--- src/rtl/cell_mem_pkg.sv ---
// Shared types for the cell-state frame memory port-B arbiter.
//   owner_e     : which requester owns a command or a returning read
//   arb_state_e : arbiter FSM states
//   tag_t       : one read-tag pipe stage {valid, owner}
package cell_mem_pkg;

    localparam int unsigned ADDR_W_DEF = 16;
    localparam int unsigned DATA_W_DEF = 20;

    typedef enum logic {
        OWN_DISP = 1'b0,
        OWN_ENG  = 1'b1
    } owner_e;

    typedef enum logic [1:0] {
        IDLE,
        HOLD_DISP,
        HOLD_ENG
    } arb_state_e;

    typedef struct packed {
        logic   valid;
        owner_e owner;
    } tag_t;

    localparam tag_t TAG_NONE = '{valid: 1'b0, owner: OWN_DISP};

endpackage

--- src/rtl/mem_read_tag_pipe.sv ---
// Latency-matched tag shift register for memory reads.
// A tag pushed in the cycle a read is accepted appears at tail_o exactly
// READ_LATENCY cycles later, aligned with the memory's read data.
//   clk_i  : clock
//   rst_i  : asynchronous active-high reset, clears all stages
//   push_i : tag entering the pipe this cycle
//   tail_o : tag leaving the pipe this cycle
module mem_read_tag_pipe
    import cell_mem_pkg::*;
#(
    parameter int unsigned READ_LATENCY = 2
) (
    input  logic clk_i,
    input  logic rst_i,
    input  tag_t push_i,
    output tag_t tail_o
);

    tag_t stage_q [READ_LATENCY];

    always_ff @(posedge clk_i or posedge rst_i) begin
        if (rst_i) begin
            for (int unsigned i = 0; i < READ_LATENCY; i++) begin
                stage_q[i] <= TAG_NONE;
            end
        end else begin
            stage_q[0] <= push_i;
            for (int unsigned i = 1; i < READ_LATENCY; i++) begin
                stage_q[i] <= stage_q[i-1];
            end
        end
    end

    assign tail_o = stage_q[READ_LATENCY-1];

endmodule

--- src/rtl/cell_mem_port_arbiter.sv ---
// Port-B arbiter for the cell-state frame memory.
// Display fetch (read-only) has priority; the automaton engine (read/write)
// is guaranteed a grant after at most MAX_DISP_BURST consecutive display
// grants while it waits. Commands are held stable across wait_request and
// read data is steered back to its owner through a latency-matched tag pipe.
//   clk, reset                       : clock, async active-high reset
//   disp_req/addr -> disp_gnt        : display read command handshake
//   disp_rvalid/rdata                : display read return
//   eng_req/we/addr/wdata -> eng_gnt : engine command handshake
//   eng_rvalid/rdata                 : engine read return
//   address_b_1/read1/write1/writedata_b_1, q_b_1, wait_request : memory side
module cell_mem_port_arbiter
    import cell_mem_pkg::*;
#(
    parameter int unsigned ADDR_W         = ADDR_W_DEF,
    parameter int unsigned DATA_W         = DATA_W_DEF,
    parameter int unsigned READ_LATENCY   = 2,
    parameter int unsigned MAX_DISP_BURST = 8
) (
    input  logic              clk,
    input  logic              reset,
    input  logic              disp_req,
    input  logic [ADDR_W-1:0] disp_addr,
    output logic              disp_gnt,
    output logic              disp_rvalid,
    output logic [DATA_W-1:0] disp_rdata,
    input  logic              eng_req,
    input  logic              eng_we,
    input  logic [ADDR_W-1:0] eng_addr,
    input  logic [DATA_W-1:0] eng_wdata,
    output logic              eng_gnt,
    output logic              eng_rvalid,
    output logic [DATA_W-1:0] eng_rdata,
    output logic [ADDR_W-1:0] address_b_1,
    output logic              read1,
    output logic              write1,
    output logic [DATA_W-1:0] writedata_b_1,
    input  logic [DATA_W-1:0] q_b_1,
    input  logic              wait_request
);

    localparam int unsigned STREAK_W = $clog2(MAX_DISP_BURST + 1);
    localparam logic [STREAK_W-1:0] STREAK_MAX = STREAK_W'(MAX_DISP_BURST);

    arb_state_e          state_q, state_d;
    logic [STREAK_W-1:0] streak_q, streak_d;
    logic [ADDR_W-1:0]   addr_q, addr_d;
    logic [DATA_W-1:0]   wdata_q, wdata_d;

    logic present;   // a command is driven onto the memory this cycle
    logic sel_eng;   // that command belongs to the engine
    logic accept;
    logic cmd_we;
    tag_t push_tag;
    tag_t tail_tag;

    // Winner selection; HOLD states keep their owner without re-arbitrating.
    // Everything is masked during reset so outputs drop to 0 immediately.
    always_comb begin : select
        present = 1'b0;
        sel_eng = 1'b0;
        case (state_q)
            IDLE: begin
                if (disp_req && !(eng_req && streak_q == STREAK_MAX)) begin
                    present = 1'b1;
                end else if (eng_req) begin
                    present = 1'b1;
                    sel_eng = 1'b1;
                end
            end
            HOLD_DISP: present = disp_req;
            HOLD_ENG: begin
                present = eng_req;
                sel_eng = 1'b1;
            end
            default: ;
        endcase
        if (reset) begin
            present = 1'b0;
        end
    end

    assign accept = present && !wait_request;

    always_ff @(posedge clk or posedge reset) begin : state_reg
        if (reset) begin
            state_q  <= IDLE;
            streak_q <= '0;
            addr_q   <= '0;
            wdata_q  <= '0;
        end else begin
            state_q  <= state_d;
            streak_q <= streak_d;
            addr_q   <= addr_d;
            wdata_q  <= wdata_d;
        end
    end

    always_comb begin : next_state
        // A stalled command parks in HOLD; acceptance, an idle cycle or a
        // dropped request in HOLD all return to IDLE.
        state_d = IDLE;
        if (present && wait_request) begin
            state_d = sel_eng ? HOLD_ENG : HOLD_DISP;
        end

        streak_d = streak_q;
        if (!eng_req || (accept && sel_eng)) begin
            streak_d = '0;
        end else if (accept && !sel_eng && streak_q != STREAK_MAX) begin
            streak_d = streak_q + 1'b1;
        end

        addr_d  = address_b_1;
        wdata_d = writedata_b_1;
    end

    always_comb begin : outputs
        cmd_we        = sel_eng && eng_we;
        disp_gnt      = accept && !sel_eng;
        eng_gnt       = accept && sel_eng;
        read1         = present && !cmd_we;
        write1        = present && cmd_we;
        address_b_1   = addr_q;
        writedata_b_1 = wdata_q;
        if (present) begin
            address_b_1 = sel_eng ? eng_addr : disp_addr;
            if (sel_eng) begin
                writedata_b_1 = eng_wdata;
            end
        end

        push_tag.valid = accept && !cmd_we;
        push_tag.owner = sel_eng ? OWN_ENG : OWN_DISP;

        disp_rvalid = tail_tag.valid && (tail_tag.owner == OWN_DISP);
        eng_rvalid  = tail_tag.valid && (tail_tag.owner == OWN_ENG);
        disp_rdata  = disp_rvalid ? q_b_1 : '0;
        eng_rdata   = eng_rvalid ? q_b_1 : '0;
    end

    mem_read_tag_pipe #(
        .READ_LATENCY(READ_LATENCY)
    ) u_tag_pipe (
        .clk_i  (clk),
        .rst_i  (reset),
        .push_i (push_tag),
        .tail_o (tail_tag)
    );

endmodule
--- config.mk ---
export PLATFORM = sky130hd
export DESIGN_NAME = cell_mem_port_arbiter
export DESIGN_NICKNAME = d
export VERILOG_FILES = /design/src/rtl/cell_mem_pkg.sv /design/src/rtl/mem_read_tag_pipe.sv /design/src/rtl/cell_mem_port_arbiter.sv
export SDC_FILE = /design/constraint.sdc
export NUM_CORES = 1
export LEC_CHECK = 0
export BUFFER_PORTS_ARGS = -buffer_cell sky130_fd_sc_hd__buf_2
export CORE_MARGIN = 5
export CORE_UTILIZATION = 44
export CTS_CLUSTER_SIZE = 20
export DETAILED_ROUTE_END_ITERATION = 8
export PLACE_DENSITY_LB_ADDON = 0.08
export SYNTH_ARGS = -nofsm -noshare
export SYNTH_HDL_FRONTEND = slang
export SYNTH_SLANG_ARGS = --single-unit
--- constraint.sdc ---
create_clock -name clk -period 6.4 [get_ports clk]
set_input_delay 0.96 -clock clk [delete_from_list [all_inputs] [get_ports clk]]
set_output_delay 0.96 -clock clk [all_outputs]
set_load 0.05 [all_outputs]
Word level (Yosys, flattened, before mapping). Cells that the tools add are included.

Flip-flop bits (word level): 46. Input port bits: 78. Memories: 0. Bits in read-only memories: 0. Latch bits: 0. Memory bits (writable): 0. Word-level logic and storage cells: 52.

Multiply operators: 0. Divide/modulo/power cells: 0. Bitwise gates (word level): 1. Muxes and demuxes: 17. Equality and inequality tests: 4. Magnitude comparators: 0. Shift operators: 0. Reduce and logical (&&, ||, !) cells: 21. $add $sub $neg: 1.

Operators with widths (count): $mux W20 (4); $mux W16 (2); $logic_and A1 B1 Y1 (13); $mux W4 (2); $logic_not A1 Y1 (5); $mux W1 (5); $add A4 B1 Y4 const B (1); $eq A4 B4 Y1 const B (1); $mux W2 (2); $ne A4 B4 Y1 const B (1); $pmux W1 S3 (1); $eq A2 B1 Y1 const B (1); $eq A2 B2 Y1 const B (1); $logic_not A2 Y1 (1); $pmux W1 S2 (1); $reduce_bool A2 Y1 (1); $logic_or A1 B1 Y1 (1); $not A1 Y1 (1).

Logic depth before layout (Yosys ltp).
Word-level depth: 12. Gate-level depth with buffers: 9. Mapped depth without buffers: 6.

Hierarchy. From an unflattened synthesis, not the netlist that was laid out.

Cell total of the unflattened synthesis: 217. Area, all modules: 2292.2 µm².

Modules (own cells, without submodules): cell_mem_port_arbiter (instances 1, area each 2173.3 µm², cells each 210); mem_read_tag_pipe (instances 1, area each 118.9 µm², cells each 7).

Least setup slack after synthesis. Ideal clock, no wire load.

Path kind: input to output. Start point: input eng_req. End point: output read1. Required time: 5440 ps. Path slack: 2685 ps. Cell stages on the path: 5. Path buffers: 2. Arrival time: 2755 ps. Path through: o21bai_1 o21ba_1 buf_6 buf_2 a21boi_0.

Longest elaborated chain between the ends: 8. Elaborated cells between the ends (all ways): 12. Those cells by class: mux (6); reduce/logical (6).

RTL lines: start, declared (RTL line cell_mem_port_arbiter.sv:27) `input logic eng_req,`; $logic_and A1 B1 Y1 (RTL line cell_mem_port_arbiter.sv:64) `if (disp_req && !(eng_req && streak_q == STREAK_MAX)) begin`; $logic_not A1 Y1 (RTL line cell_mem_port_arbiter.sv:64); $logic_and A1 B1 Y1 (RTL line cell_mem_port_arbiter.sv:64); $mux W1 (RTL line cell_mem_port_arbiter.sv:64); $pmux W1 S2 (RTL line cell_mem_port_arbiter.sv:62) `case (state_q)`; $logic_and A1 B1 Y1 (RTL line cell_mem_port_arbiter.sv:119) `cmd_we = sel_eng && eng_we;`; $logic_not A1 Y1 (RTL line cell_mem_port_arbiter.sv:122) `read1 = present && !cmd_we;`; $logic_and A1 B1 Y1 (*) (RTL line cell_mem_port_arbiter.sv:122); end, declared (RTL line cell_mem_port_arbiter.sv:35) `output logic read1,`.

Mark *: on every way between the ends. The rest lies on a longest branch, timed or not.

Worst setup path in the final report.
Start point: register streak_q[0]. End point: output writedata_b_1[10].

Longest elaborated chain between the ends: 8. Elaborated cells between the ends (all ways): 11. Those cells by class: eq/ne (1); mux (7); reduce/logical (3).

RTL lines: start, declared (RTL line cell_mem_port_arbiter.sv:46) `logic [STREAK_W-1:0] streak_q, streak_d;`; start signal, assigned (RTL line cell_mem_port_arbiter.sv:93) `streak_q <= streak_d;`; $eq A4 B4 Y1 (*) (RTL line cell_mem_port_arbiter.sv:64); $logic_and A1 B1 Y1 (*) (RTL line cell_mem_port_arbiter.sv:64); $logic_not A1 Y1 (*) (RTL line cell_mem_port_arbiter.sv:64); $logic_and A1 B1 Y1 (*) (RTL line cell_mem_port_arbiter.sv:64); $mux W1 (RTL line cell_mem_port_arbiter.sv:64); $pmux W1 S3 / $pmux W1 S2 (equally long branches) (RTL line cell_mem_port_arbiter.sv:62); $mux W1 / $mux W20 (equally long branches) (RTL line cell_mem_port_arbiter.sv:78, cell_mem_port_arbiter.sv:128); $mux W20 (*) (RTL line cell_mem_port_arbiter.sv:126) `if (present) begin`; end, declared (RTL line cell_mem_port_arbiter.sv:37) `output logic [DATA_W-1:0] writedata_b_1,`.

Marks and branches as above.

==> results.md <==
- Compound-cell area share of the yosys netlist: 7.54%
- Die area: 6700 um^2
- Min Tclk post-route: 3.67 ns
- Final setup violation count: 0
- PwrDens: 280 nW/um^2
- Synth unique cells: 31
- Status: finished, final reports clean
- Register area share after synthesis: 50.6%
- Antenna viol nets, final: 0
- DRT iter0 DRCs: 62
- Worst Skew: 0.00505 ns
- Max cap viols: 0
- Final nets: 447
- Fin worst setup slack: 2.73 ns
- RSZ-0062 raised after global routing: no
- Synth top area share: 50.6%
- Area occupied by registers: 1150 um^2
- Final hold vios: 0
- Slew Viols, Final: 0
- Root Driver: clkbuf_8
- Gpl congestion: 0.804
- H-Tree Depth: 2
- Core area: 5070 um^2
- Synth area leader: dfrtp_1
- Peak VDD IR: 0.229 mV
- Slew HR: 28.4%
- Critical path endpoint category: output pin
- FMAX: 0.273 GHz
- Largest family of logic cells by synthesized area: simple AND/OR/NAND/NOR gates
- Least-Margin Pin Slew: 1.07 ns
- Port-buffer cells: 159
- FF+latch count, synth: 46
- Area grow syn2layout: 40.4%
- DR pass1 iterations: 4
- Gate Count Post-Synth: 214
- Initial antenna violation count: 1
- Post-CTS sizing: 0
- Layout cells sized above 1: 52.2%
- # clock sinks: 46
- Mux share of post-synthesis cell area: 17.0%
- Gr ovfl total: 0
- CP Class: flop to output pin
- Final TNS setup: 0 ns
- Post-Synth XOR/XNOR Area: 0%
- Largest net degree at the start of global routing: 47
- Post-CTS setup buffer count: 0
- DIE WIDTH: 81.9 um
- Total GRT Usage: 18.9%
- First-pass GRT wire length: 9690 um
- Number of core rows: 26
- Worst skew pair latency: 0.29 ns
- Starting Density: 44.8%
- Per-cell routed wire length: 14.6 um
- Crit path DAT: 2.71 ns
- CTS tree: yes
- Hold Crit Class: flop to flop
- Syn_nets: 294
- Post-route clock period utilization: 57.3%
- Multi-input gate area: 1030 um^2
- Mapped Area: 2270 um^2
- Die Height: 81.9 um
- Top area cells in the synthesized netlist: dfrtp_1 51%, mux2_2 9.9%, mux2i_1 7.0%
- Startpoint type of the worst setup path: flop
- Post-Synth Simple-Gate Area: 19.4%
- Vias in the first global route: 2114
- Max clock buf depth: 2
- DP Worst Slack: 2.69 ns
- Via count: 2121
- Final Routed Wirelength: 6400 um
- Fill cell total of the finished layout: 446
- Dpl hpwl: 5130 um
- Commonest non-fill, non-tap cells in the layout: 159 x buf_2, 46 x dfrtp_1, 22 x nor2_1, 21 x and2_1
- Critical Path RT: 5.44 ns
- Clock-pin slew on the worst setup and hold paths: 0.08 ns
- Pleak: 0.00179 uW
- Yosys warns: 0
- Drt drc: 0
- CTS Buf Count: 5
- Via density: 4.83
- Hold buffers post-CTS: 0
- Adder-Cell Fraction of Synth Area: 1.10%
- I/O Pins: 160
- Most common cell after layout, fill and taps aside: buf_2
- Mean Syn Cell Area: 10.6 um^2
- Max Fanout on Critical Path: 23
==> power by group <==
part | leakage (uW) | switching [uW] | total (uW) | internal [uW]
sequential | 0.000548 | 15.4 | 353 | 337
combinational | 0.00120 | 275 | 372 | 97.2
clock | 0.0000452 | 93.1 | 170 | 77.0
total | 0.00179 | 383 | 895 | 512
==> worst paths after layout <==
path | start | slack [ns] | cells after the start | endpoint
setup / recovery | streak_q[0]$_DFFE_PP0P_ | 2.73 | 6 | writedata_b_1[10]
hold / removal | u_tag_pipe.stage_q[3]$_DFF_PP0_ | 0.35 | 0 | u_tag_pipe.tail_o[1]$_DFF_PP0_
setup reg to reg | streak_q[0]$_DFFE_PP0P_ | 4.09 | 5 | wdata_q[10]$_DFF_PP0_
hold reg to reg | u_tag_pipe.stage_q[3]$_DFF_PP0_ | 0.35 | 0 | u_tag_pipe.tail_o[1]$_DFF_PP0_
max in group asynchronous | reset | 4.93 | 2 | addr_q[15]$_DFF_PP0_
min in group asynchronous | reset | 0.90 | 2 | u_tag_pipe.stage_q[3]$_DFF_PP0_
==> cells in the mapped netlist, drive strengths merged <==
master and number:
nor4 1, a21boi 1, nand2 5, nor2 22, o21ai 1, o31ai 1
a31o 1, nand3b 2, buf 6, and3 20, ha 2, mux2i 16
and3b 1, o21ba 1, or4 2, dfrtp 46, and2 21, nor3 1
nor2b 1, mux2 20, o21bai 1, nand3 1, inv 6, or4b 1
a21oi 20, clkbuf 9, nand2b 2, a31oi 1, a211o 1, a311o 1
==> cells by family after synthesis <==
kind of cell               Yosys count
buffers and inverters               21
AOI/OAI and AO/OA                   29
and+or+nand+nor                     80
DFF                                 46
adders and majority gates            2
muxes                               36
==> per-stage QoR <==
step           std cells  area, um^2  hold WS, ns  power, uW  util, %
2_1_floorplan        214        2270        0.331        642        -
4_1_cts              438        3190        0.353        906     62.8
3_5_place_dp         430        3100        0.335        735     61.1
5_1_grt              439        3190        0.361        944     62.9
3_3_place_gp         430        3100        0.336        729     61.1
6_report             439        3190        0.352        895     62.9
==> sequential cells by signal (all words and copies together), names as in the netlist <==
name and count:
streak_q 4, u_tag_pipe.tail_o 2, wdata_q 20, u_tag_pipe.stage_q 2, addr_q 16, state_q 2
==> layout make-up <==
cell class                      count  share of cell area [%]
Sequential cell                    46                    36.1
Multi-Input combinational cell    147                    32.3
Timing Repair Buffer              161                    25.4
Tap cell                           70                    2.74
Clock buffer                        6                    2.27
Inverter                            6                   0.706
Clock inverter                      2                   0.431
Antenna cell                        1                  0.0784
==> critical path, cell delays in order (launching register included) <==
cell and delay, ns:
dfrtp_1 0.38, inv_1 0.08, ha_1 0.19, and3b_1 0.26, o21ai_2 0.84, mux2_2 0.43, buf_2 0.21
==> metal layers <==
layer	GRT usage, %	vias to the layer above	share of wire [%]
li1	-	1039	-
met1	20.3	982	37
met2	35.3	96	52
met3	5.04	4	10
met4	6.48	0	0.64
met5	0	-	0
No activity file was read; power rests on OpenSTA's default activity.
